[config.mk]
export PLATFORM = sky130hd
export DESIGN_NAME = rtc_bus_sequencer
export DESIGN_NICKNAME = d
export VERILOG_FILES = /design/src/rtl/rtc_bus_sequencer.sv
export SDC_FILE = /design/constraint.sdc
export NUM_CORES = 1
export LEC_CHECK = 0
export ABC_CLOCK_PERIOD_IN_PS = 2600
export BUFFER_PORTS_ARGS = -buffer_cell sky130_fd_sc_hd__buf_2
export CAP_MARGIN = 20
export CORE_MARGIN = 2
export CORE_UTILIZATION = 41
export DETAILED_ROUTE_END_ITERATION = 7
export PLACE_DENSITY = 0.73
export SYNTH_ARGS = -nofsm -noshare
export SYNTH_HDL_FRONTEND = slang
export SYNTH_SLANG_ARGS = --single-unit
[constraint.sdc]
create_clock -name clk -period 2.6 [get_ports clk]
set_input_delay 0 -clock clk [delete_from_list [all_inputs] [get_ports clk]]
set_output_delay 0 -clock clk [all_outputs]
set_load 0.02 [all_outputs]
[src/rtl/rtc_bus_sequencer.sv]
// RTC-side bus transaction engine: runs three address/data byte transactions on
// the multiplexed RTC bus for a write (Escribe) or read (Lee) request.
module rtc_bus_sequencer #(
    parameter int unsigned T_PULSE = 10,
    parameter int unsigned T_GAP   = 5
) (
    input  logic       clk,
    input  logic       reset,
    input  logic       Escribe,
    input  logic       Lee,
    input  logic [7:0] Dir_hora,
    input  logic [7:0] Dir_minuto,
    input  logic [7:0] Dir_segundo,
    input  logic [7:0] hora,
    input  logic [7:0] minuto,
    input  logic [7:0] segundo,
    input  logic [7:0] ad_in,
    output logic [7:0] ad_out,
    output logic       ad_oe,
    output logic       CS_n,
    output logic       WR_n,
    output logic       RD_n,
    output logic       AD_n,
    output logic       T_Esc,
    output logic       T_Lect,
    output logic [7:0] rd_hora,
    output logic [7:0] rd_minuto,
    output logic [7:0] rd_segundo,
    output logic       busy
);

    localparam int unsigned T_MAX = (T_PULSE > T_GAP) ? T_PULSE : T_GAP;
    localparam int unsigned CW    = $clog2(T_MAX + 1);
    localparam logic [CW-1:0] PULSE_LAST = CW'(T_PULSE - 1);
    localparam logic [CW-1:0] GAP_LAST   = CW'(T_GAP - 1);

    typedef enum logic [2:0] {IDLE, ADDR, GAP_A, DATA, GAP_D, DONE} state_t;
    typedef enum logic {MODE_WR, MODE_RD} mode_t;

    state_t        state_q;
    mode_t         mode_q;
    logic [1:0]    idx_q;
    logic [CW-1:0] cnt_q;
    logic [7:0]    addr_q [3];
    logic [7:0]    data_q [3];
    logic [7:0]    rd_q   [3];

    logic [7:0]    ad_out_q;
    logic          ad_oe_q;
    logic          cs_n_q;
    logic          wr_n_q;
    logic          rd_n_q;
    logic          ad_n_q;
    logic          t_esc_q;
    logic          t_lect_q;
    logic          busy_q;

    logic          pulse_end_d;
    logic          gap_end_d;
    logic [1:0]    idx_inc_d;
    logic [7:0]    addr_next_d;
    logic [7:0]    data_cur_d;

    function automatic logic [7:0] pick(input logic [7:0] b0, input logic [7:0] b1,
                                        input logic [7:0] b2, input logic [1:0] i);
        case (i)
            2'd0:    pick = b0;
            2'd1:    pick = b1;
            default: pick = b2;
        endcase
    endfunction

    always_comb begin
        pulse_end_d = (cnt_q == PULSE_LAST);
        gap_end_d   = (cnt_q == GAP_LAST);
        idx_inc_d   = idx_q + 2'd1;
        addr_next_d = pick(addr_q[0], addr_q[1], addr_q[2], idx_inc_d);
        data_cur_d  = pick(data_q[0], data_q[1], data_q[2], idx_q);
    end

    // Outputs are loaded on the edge that enters each state, so every bus
    // signal changes only at phase boundaries.
    always_ff @(posedge clk) begin
        if (!reset) begin
            state_q  <= IDLE;
            mode_q   <= MODE_WR;
            idx_q    <= '0;
            cnt_q    <= '0;
            for (int unsigned i = 0; i < 3; i++) begin
                addr_q[i] <= '0;
                data_q[i] <= '0;
                rd_q[i]   <= '0;
            end
            ad_out_q <= '0;
            ad_oe_q  <= 1'b0;
            cs_n_q   <= 1'b1;
            wr_n_q   <= 1'b1;
            rd_n_q   <= 1'b1;
            ad_n_q   <= 1'b1;
            t_esc_q  <= 1'b0;
            t_lect_q <= 1'b0;
            busy_q   <= 1'b0;
        end else begin
            t_esc_q  <= 1'b0;
            t_lect_q <= 1'b0;
            unique case (state_q)
                IDLE: begin
                    if (Escribe || Lee) begin
                        mode_q    <= Escribe ? MODE_WR : MODE_RD;
                        addr_q[0] <= Dir_hora;
                        addr_q[1] <= Dir_minuto;
                        addr_q[2] <= Dir_segundo;
                        data_q[0] <= hora;
                        data_q[1] <= minuto;
                        data_q[2] <= segundo;
                        idx_q     <= '0;
                        cnt_q     <= '0;
                        state_q   <= ADDR;
                        cs_n_q    <= 1'b0;
                        ad_n_q    <= 1'b0;
                        wr_n_q    <= 1'b0;
                        ad_oe_q   <= 1'b1;
                        ad_out_q  <= Dir_hora;
                        busy_q    <= 1'b1;
                    end
                end
                ADDR: begin
                    if (pulse_end_d) begin
                        cnt_q   <= '0;
                        state_q <= GAP_A;
                        cs_n_q  <= 1'b1;
                        wr_n_q  <= 1'b1;
                        rd_n_q  <= 1'b1;
                        ad_n_q  <= 1'b1;
                        ad_oe_q <= 1'b0;
                    end else begin
                        cnt_q <= cnt_q + CW'(1);
                    end
                end
                GAP_A: begin
                    if (gap_end_d) begin
                        cnt_q   <= '0;
                        state_q <= DATA;
                        cs_n_q  <= 1'b0;
                        ad_n_q  <= 1'b1;
                        if (mode_q == MODE_WR) begin
                            wr_n_q   <= 1'b0;
                            ad_oe_q  <= 1'b1;
                            ad_out_q <= data_cur_d;
                        end else begin
                            rd_n_q  <= 1'b0;
                            ad_oe_q <= 1'b0;
                        end
                    end else begin
                        cnt_q <= cnt_q + CW'(1);
                    end
                end
                DATA: begin
                    if (pulse_end_d) begin
                        if (mode_q == MODE_RD) begin
                            case (idx_q)
                                2'd0:    rd_q[0] <= ad_in;
                                2'd1:    rd_q[1] <= ad_in;
                                default: rd_q[2] <= ad_in;
                            endcase
                        end
                        cnt_q   <= '0;
                        state_q <= GAP_D;
                        cs_n_q  <= 1'b1;
                        wr_n_q  <= 1'b1;
                        rd_n_q  <= 1'b1;
                        ad_n_q  <= 1'b1;
                        ad_oe_q <= 1'b0;
                    end else begin
                        cnt_q <= cnt_q + CW'(1);
                    end
                end
                GAP_D: begin
                    if (gap_end_d) begin
                        cnt_q <= '0;
                        if (idx_q == 2'd2) begin
                            state_q  <= DONE;
                            t_esc_q  <= (mode_q == MODE_WR);
                            t_lect_q <= (mode_q == MODE_RD);
                        end else begin
                            idx_q    <= idx_inc_d;
                            state_q  <= ADDR;
                            cs_n_q   <= 1'b0;
                            ad_n_q   <= 1'b0;
                            wr_n_q   <= 1'b0;
                            ad_oe_q  <= 1'b1;
                            ad_out_q <= addr_next_d;
                        end
                    end else begin
                        cnt_q <= cnt_q + CW'(1);
                    end
                end
                DONE: begin
                    state_q <= IDLE;
                    busy_q  <= 1'b0;
                end
                default: begin
                    state_q <= IDLE;
                    busy_q  <= 1'b0;
                end
            endcase
        end
    end

    assign ad_out     = ad_out_q;
    assign ad_oe      = ad_oe_q;
    assign CS_n       = cs_n_q;
    assign WR_n       = wr_n_q;
    assign RD_n       = rd_n_q;
    assign AD_n       = ad_n_q;
    assign T_Esc      = t_esc_q;
    assign T_Lect     = t_lect_q;
    assign rd_hora    = rd_q[0];
    assign rd_minuto  = rd_q[1];
    assign rd_segundo = rd_q[2];
    assign busy       = busy_q;

endmodule

## Word level (Yosys, flattened, before mapping)

Memory sizes are Yosys's and may differ from the RTL's.
Cells that the tools add are included.

| cells by class | value |
|---|---|
| add/sub/neg operators | 2 |
| equal/unequal tests | 18 |
| mux-type cells | 78 |
| bitwise gates (word level) | 11 |
| reduce and logical (&&, ||, !) cells | 23 |

Operator list:

| operator | count |
|---|---|
| 8-bit two-way mux | 14 |
| 1-bit two-way mux | 40 |
| 8-bit case mux with 2 select lines | 2 |
| 8-bit case mux with 3 select lines | 1 |
| 3-bit two-way mux | 6 |
| 2-bit inequality test (second input constant) | 8 |
| 1-bit case mux with 4 select lines | 4 |
| 3-bit case mux with 5 select lines | 1 |
| 4-bit two-way mux | 3 |
| 4-bit case mux with 3 select lines | 1 |
| 4-bit AND reduction | 3 |
| 6-bit AND reduction | 2 |
| 1-bit bitwise OR | 9 |
| 7-bit AND reduction | 1 |
| 3-bit by 2-bit == test with 1-bit output (second input constant) | 2 |
| 2-bit two-way mux | 3 |
| 2-bit AND reduction | 3 |
| 3-bit nonzero test | 2 |
| 2-bit OR reduction | 3 |
| 5-bit AND reduction | 1 |
| 4-bit by 1-bit adder with 4-bit output (second input constant) | 1 |
| 2-bit by 1-bit == test with 1-bit output (second input constant) | 2 |
| 4-bit by 3-bit == test with 1-bit output (second input constant) | 1 |
| 4-bit == test (second input constant) | 1 |
| other kinds (14) | 18 |

| word-level totals | value |
|---|---|
| register bits | 26 |
| memory bits (writable) | 72 |
| logic and storage cells | 148 |
| memories | 3 |

Memory list:

| name | words | width | rd ports | clocked after Yosys merged registers in | wr ports | line | source |
|---|---|---|---|---|---|---|---|
| addr_q | 3 | 8 | 3 | 0 | 3 | 44 | `logic [7:0] addr_q [3];` |
| data_q | 3 | 8 | 3 | 0 | 3 | 45 | `logic [7:0] data_q [3];` |
| rd_q | 3 | 8 | 3 | 0 | 3 | 46 | `logic [7:0] rd_q [3];` |

## Logic depth before layout (Yosys ltp)

| depth | value |
|---|---|
| word-level depth | 9 |
| gate-level depth with buffers | 8 |

## Worst setup path before layout

OpenSTA, ideal clock, no wires.

| timing path | value |
|---|---|
| kind | register -> register |
| from | register state_q[1] |
| to | memory addr_q[0][0] (enable) |
| setup time | 0.406 ns |
| arrival time | 1.801 ns |
| setup slack | 0.393 ns |
| cell stages (with the launch flop) | 5 |
| period minus slack after synthesis | 2.207 ns |
| path through | dfxtp_1 buf_2 nor3_2 nand2_1 nand2_1 |

RTL lines:

| item | line | source |
|---|---|---|
| start: declaration | 40 | `state_t state_q;` |
| start signal: assignment | 85 | `state_q <= IDLE;` |
| start signal: assignment | 118 | `state_q <= ADDR;` |
| start signal: assignment | 130 | `state_q <= GAP_A;` |
| end: declaration | 44 |  |

## Worst setup path after layout

| timing path | value |
|---|---|
| from | register idx_q[0] |
| to | register ad_out_q[1] (netlist: ad_out[1]) |

| on the way | value |
|---|---|
| longest elaborated chain between the ends | 6 |

Ends and longest elaborated chain:

| item | line | source |
|---|---|---|
| start: declaration | 42 | `logic [1:0] idx_q;` |
| start signal: assignment | 186 | `idx_q <= idx_inc_d;` |
| 2-bit by 1-bit adder with 2-bit output | 76 | `idx_inc_d = idx_q + 2'd1;` |
| 2-bit by 1-bit == test with 1-bit output / 2-bit zero test (equally long branches) | 66 | `case (i)` |
| 8-bit case mux with 2 select lines | 66 |  |
| 8-bit two-way mux | 181 | `if (idx_q == 2'd2) begin` |
| 8-bit two-way mux | 179 | `if (gap_end_d) begin` |
| 8-bit case mux with 3 select lines | 106 | `unique case (state_q)` |
| end signal: assignment | 123 | `ad_out_q <= Dir_hora;` |
| end signal: assignment | 149 | `ad_out_q <= data_cur_d;` |
| end signal: assignment | 192 | `ad_out_q <= addr_next_d;` |
| end: declaration | 48 | `logic [7:0] ad_out_q;` |

Parallel ways exist; a longest one is shown, timed or not. The select of a mux whose other input is x is not followed.
A chain may end at the register's enable or synchronous reset.

==> impl_metrics.toml <==
[job]
max_cap_viol_count = 0

[sta]
timing_hold_violations_final = 0
finalCritPeriodShare_pct = 83.7
worstMarginPinSlew_ps = 655
maxSlewViolCount = 0
max_freq_ghz = 0.459
finalSetupViolCount = 0
period_needed_ps = 2180
final.setup.tns_ps = 0
slew_headroom_pct = 56.4
clock_skew_ps = 11.7
rsz0062_at_grt = "false"

[cts]
htree_levels = 3
cts_tree = "built"
numCtsBuffers = 9
cts.sinks = 98
cts.clk_slew.worst_paths_ps = 110
cts.path.max_buffers = 2
clk_latency_ps = 370
ctsRootBufferMaster = "clkbuf_8"

[synth]
synth-seq-cells = 98
yosysUniqueCellTypes = 53
synth_area_leaders = "edfxtp_1 (49%), dfxtp_1 (12%), and2_1 (8.0%), a21oi_1 (3.0%), a221o_1 (2.5%)"
synth_area_sq_mm = 0.00444
yosysTopAreaCell = "edfxtp_1"
yosysTopAreaCellShare_pct = 48.6
seq_area_frac_synth_pct = 60.4
postSynthAreaPerCell_sq_um = 11.8
yosys_warnings = 0
synth_fp_nets = 444
synth-edff-count = 72
ys.flop_type = "edfxtp_1"
syn_inst = 377
synthArstFlopShare_pct = 0

[critical_path]
cp.arrival_ps = 2460
start_kind = "register"
critPathRequiredTime_ps = 2890
cp_cell_sequence = "inv_1, ha_1, or3b_2, a311oi_1, a31oi_1, a211oi_1"
cpMaxStageDelayCell = "or3b_2"
crit_type = "reg2reg"
worstPathMaxFanout = 19
end_kind = "register"
critical-path-max-stage-delay_ps = 530

[floorplanning]
die_h_microns = 108
die-area_sq_mm = 0.0117
rows = 38
initial_utilization_pct = 41.5
core_area_sq_mm = 0.0107
die_w_microns = 108
io_pins = 100

[finish]
area_growth_pct = 32.0
utilization_pct = 54.8
fillers = 914
nets = 598
drive_above_1_share_pct = 26.3
fin_cells = 676
antennaDiodeCount = 0

[routing]
drcViolationCount = 0
avgRoutedWirePerCell_microns = 15.1
dr.pass1.iters = 4
routed_wl_microns = 10200
num_vias = 3458
antenna_left = 0
drt_first_iter_violations = 210
vias_per_cell = 5.12

[min_path]
hold_class = "in2reg"

[global_route]
antenna_found_initial = 0
grt_busiest_layer = "met2"
grtUsageMet3_pct = 3.07
gr-usage-met1_pct = 22.0
grt_pass1_vias = 3319
grt_use_total_pct = 17.7
use_met2_pct = 30.6
grt-ovfl-total = 0
grt_max_degree = 49
grt_first_pass_wirelength_microns = 16000

[power_and_ir_drop]
leakage_nw = 2.39
ir_worst_vdd_mv = 0.286
p_per_area_mw_per_mm2 = 540

[placement]
hpwlAfterDp_microns = 6840
numPortBuffers = 99
place_inst = 601
gp_congestion = 0.876

[outcome]
status = "finished clean"
cells in the final DEF, fill, tap and decap left out, types with 8 or more instances in the layout:
cell type	Yosys	final
a31oi_1	8	8
clkbuf_8	0	9
dfxtp_1	26	26
buf_4	1	9
a211oi_1	10	10
edfxtp_1	72	72
nand2_1	23	22
a221o_1	11	11
dlygate4sd3_1	0	59
inv_1	18	18
buf_2	7	99
nor2b_1	9	9
nor2_1	11	10
a21oi_1	27	27
and2_1	57	57
area by class of cell:
cell class	count	area (sq um)	area share [%]
Sequential cell	98	2680	45.7
Multi-Input combinational cell	236	1580	26.9
Timing Repair Buffer	167	1150	19.7
Tap cell	140	175	2.99
Clock buffer	9	124	2.11
Clock inverter	7	81.3	1.39
Inverter	19	71.3	1.22
worst paths after layout:
path	to	cells past startpoint	start	slack (ps)
min	idx_q[0]	4	Lee	180
max	ad_out[1]	6	idx_q[0]	420
max reg2reg	ad_out[1]	6	idx_q[0]	420
min reg2reg	busy	2	busy	460
critical path: cells and delay by family (launching register included):
family,cells,cell delay (ps)
AOI/OAI and AO/OA,3,640
and+or+nand+nor,1,530
adders and majority gates,1,430
DFF,1,400
buffers and inverters,1,100
power by group:
group          leakage [nW]  internal (W)  switching, W
sequential            0.986       0.00178     0.0000429
clock                 0.103      0.000382      0.000592
combinational          1.30      0.000182      0.000189
per-layer routing:
| layer | up-vias | wire, microns |
|---|---|---|
| met3 | 18 | 554 |
| met2 | 123 | 5200 |
| li1 | 1690 | - |
| met1 | 1627 | 4200 |
| met5 | - | 0 |
| met4 | 0 | 259 |
sequential cells by signal, indices dropped and copies added (netlist names):
register	count
AD_n	1
CS_n	1
RD_n	1
T_Esc	1
T_Lect	1
WR_n	1
ad_oe	1
ad_out	8
addr_q	24
busy	1
cnt_q	4
data_q	24
idx_q	2
mode_q	1
rd_q	24
state_q	3
cells by family after synthesis:
| group | Yosys count | synth area share (%) |
|---|---|---|
| XOR/XNOR | 1 | 0.197 |
| buffers and inverters | 43 | 4.28 |
| flip-flops | 98 | 60.4 |
| multiplexers | 2 | 0.450 |
| adder cells (fa/ha/maj) | 7 | 1.97 |
| AO/OA/AOI/OAI | 92 | 14.8 |
| AND/OR/NAND/NOR | 134 | 18.0 |
synth_stat cells, types with 5 or more instances:
cell type,n
a22oi_1,7
buf_2,7
nand3_1,5
and2_1,57
inv_1,18
nand2_1,23
a21oi_1,27
clkbuf_1,11
a311oi_1,7
nor2b_1,9
dfxtp_1,26
a211oi_1,10
a31oi_1,8
a221o_1,11
or3b_2,7
nor2_1,11
edfxtp_1,72
ha_1,7
per-stage QoR:
step	total power (W)	hold slack, ps	setup slack, ps	cell area (sq um)
after detailed placement	0.00216	221	497	5070
final	0.00317	177	423	5860
after floorplan	0.00204	96.6	393	4440
after global placement	0.00215	218	572	5070
after CTS	0.00319	169	421	5860
after global routing	0.00329	186	201	5860
timing repair:
item | CTS | global route
setup buffers | 0 | 0
resized for setup | 0 | 0
hold buffers | 59 | 0
hold endpoints to repair | 74 | 0
No activity file was read; power rests on OpenSTA's default activity.
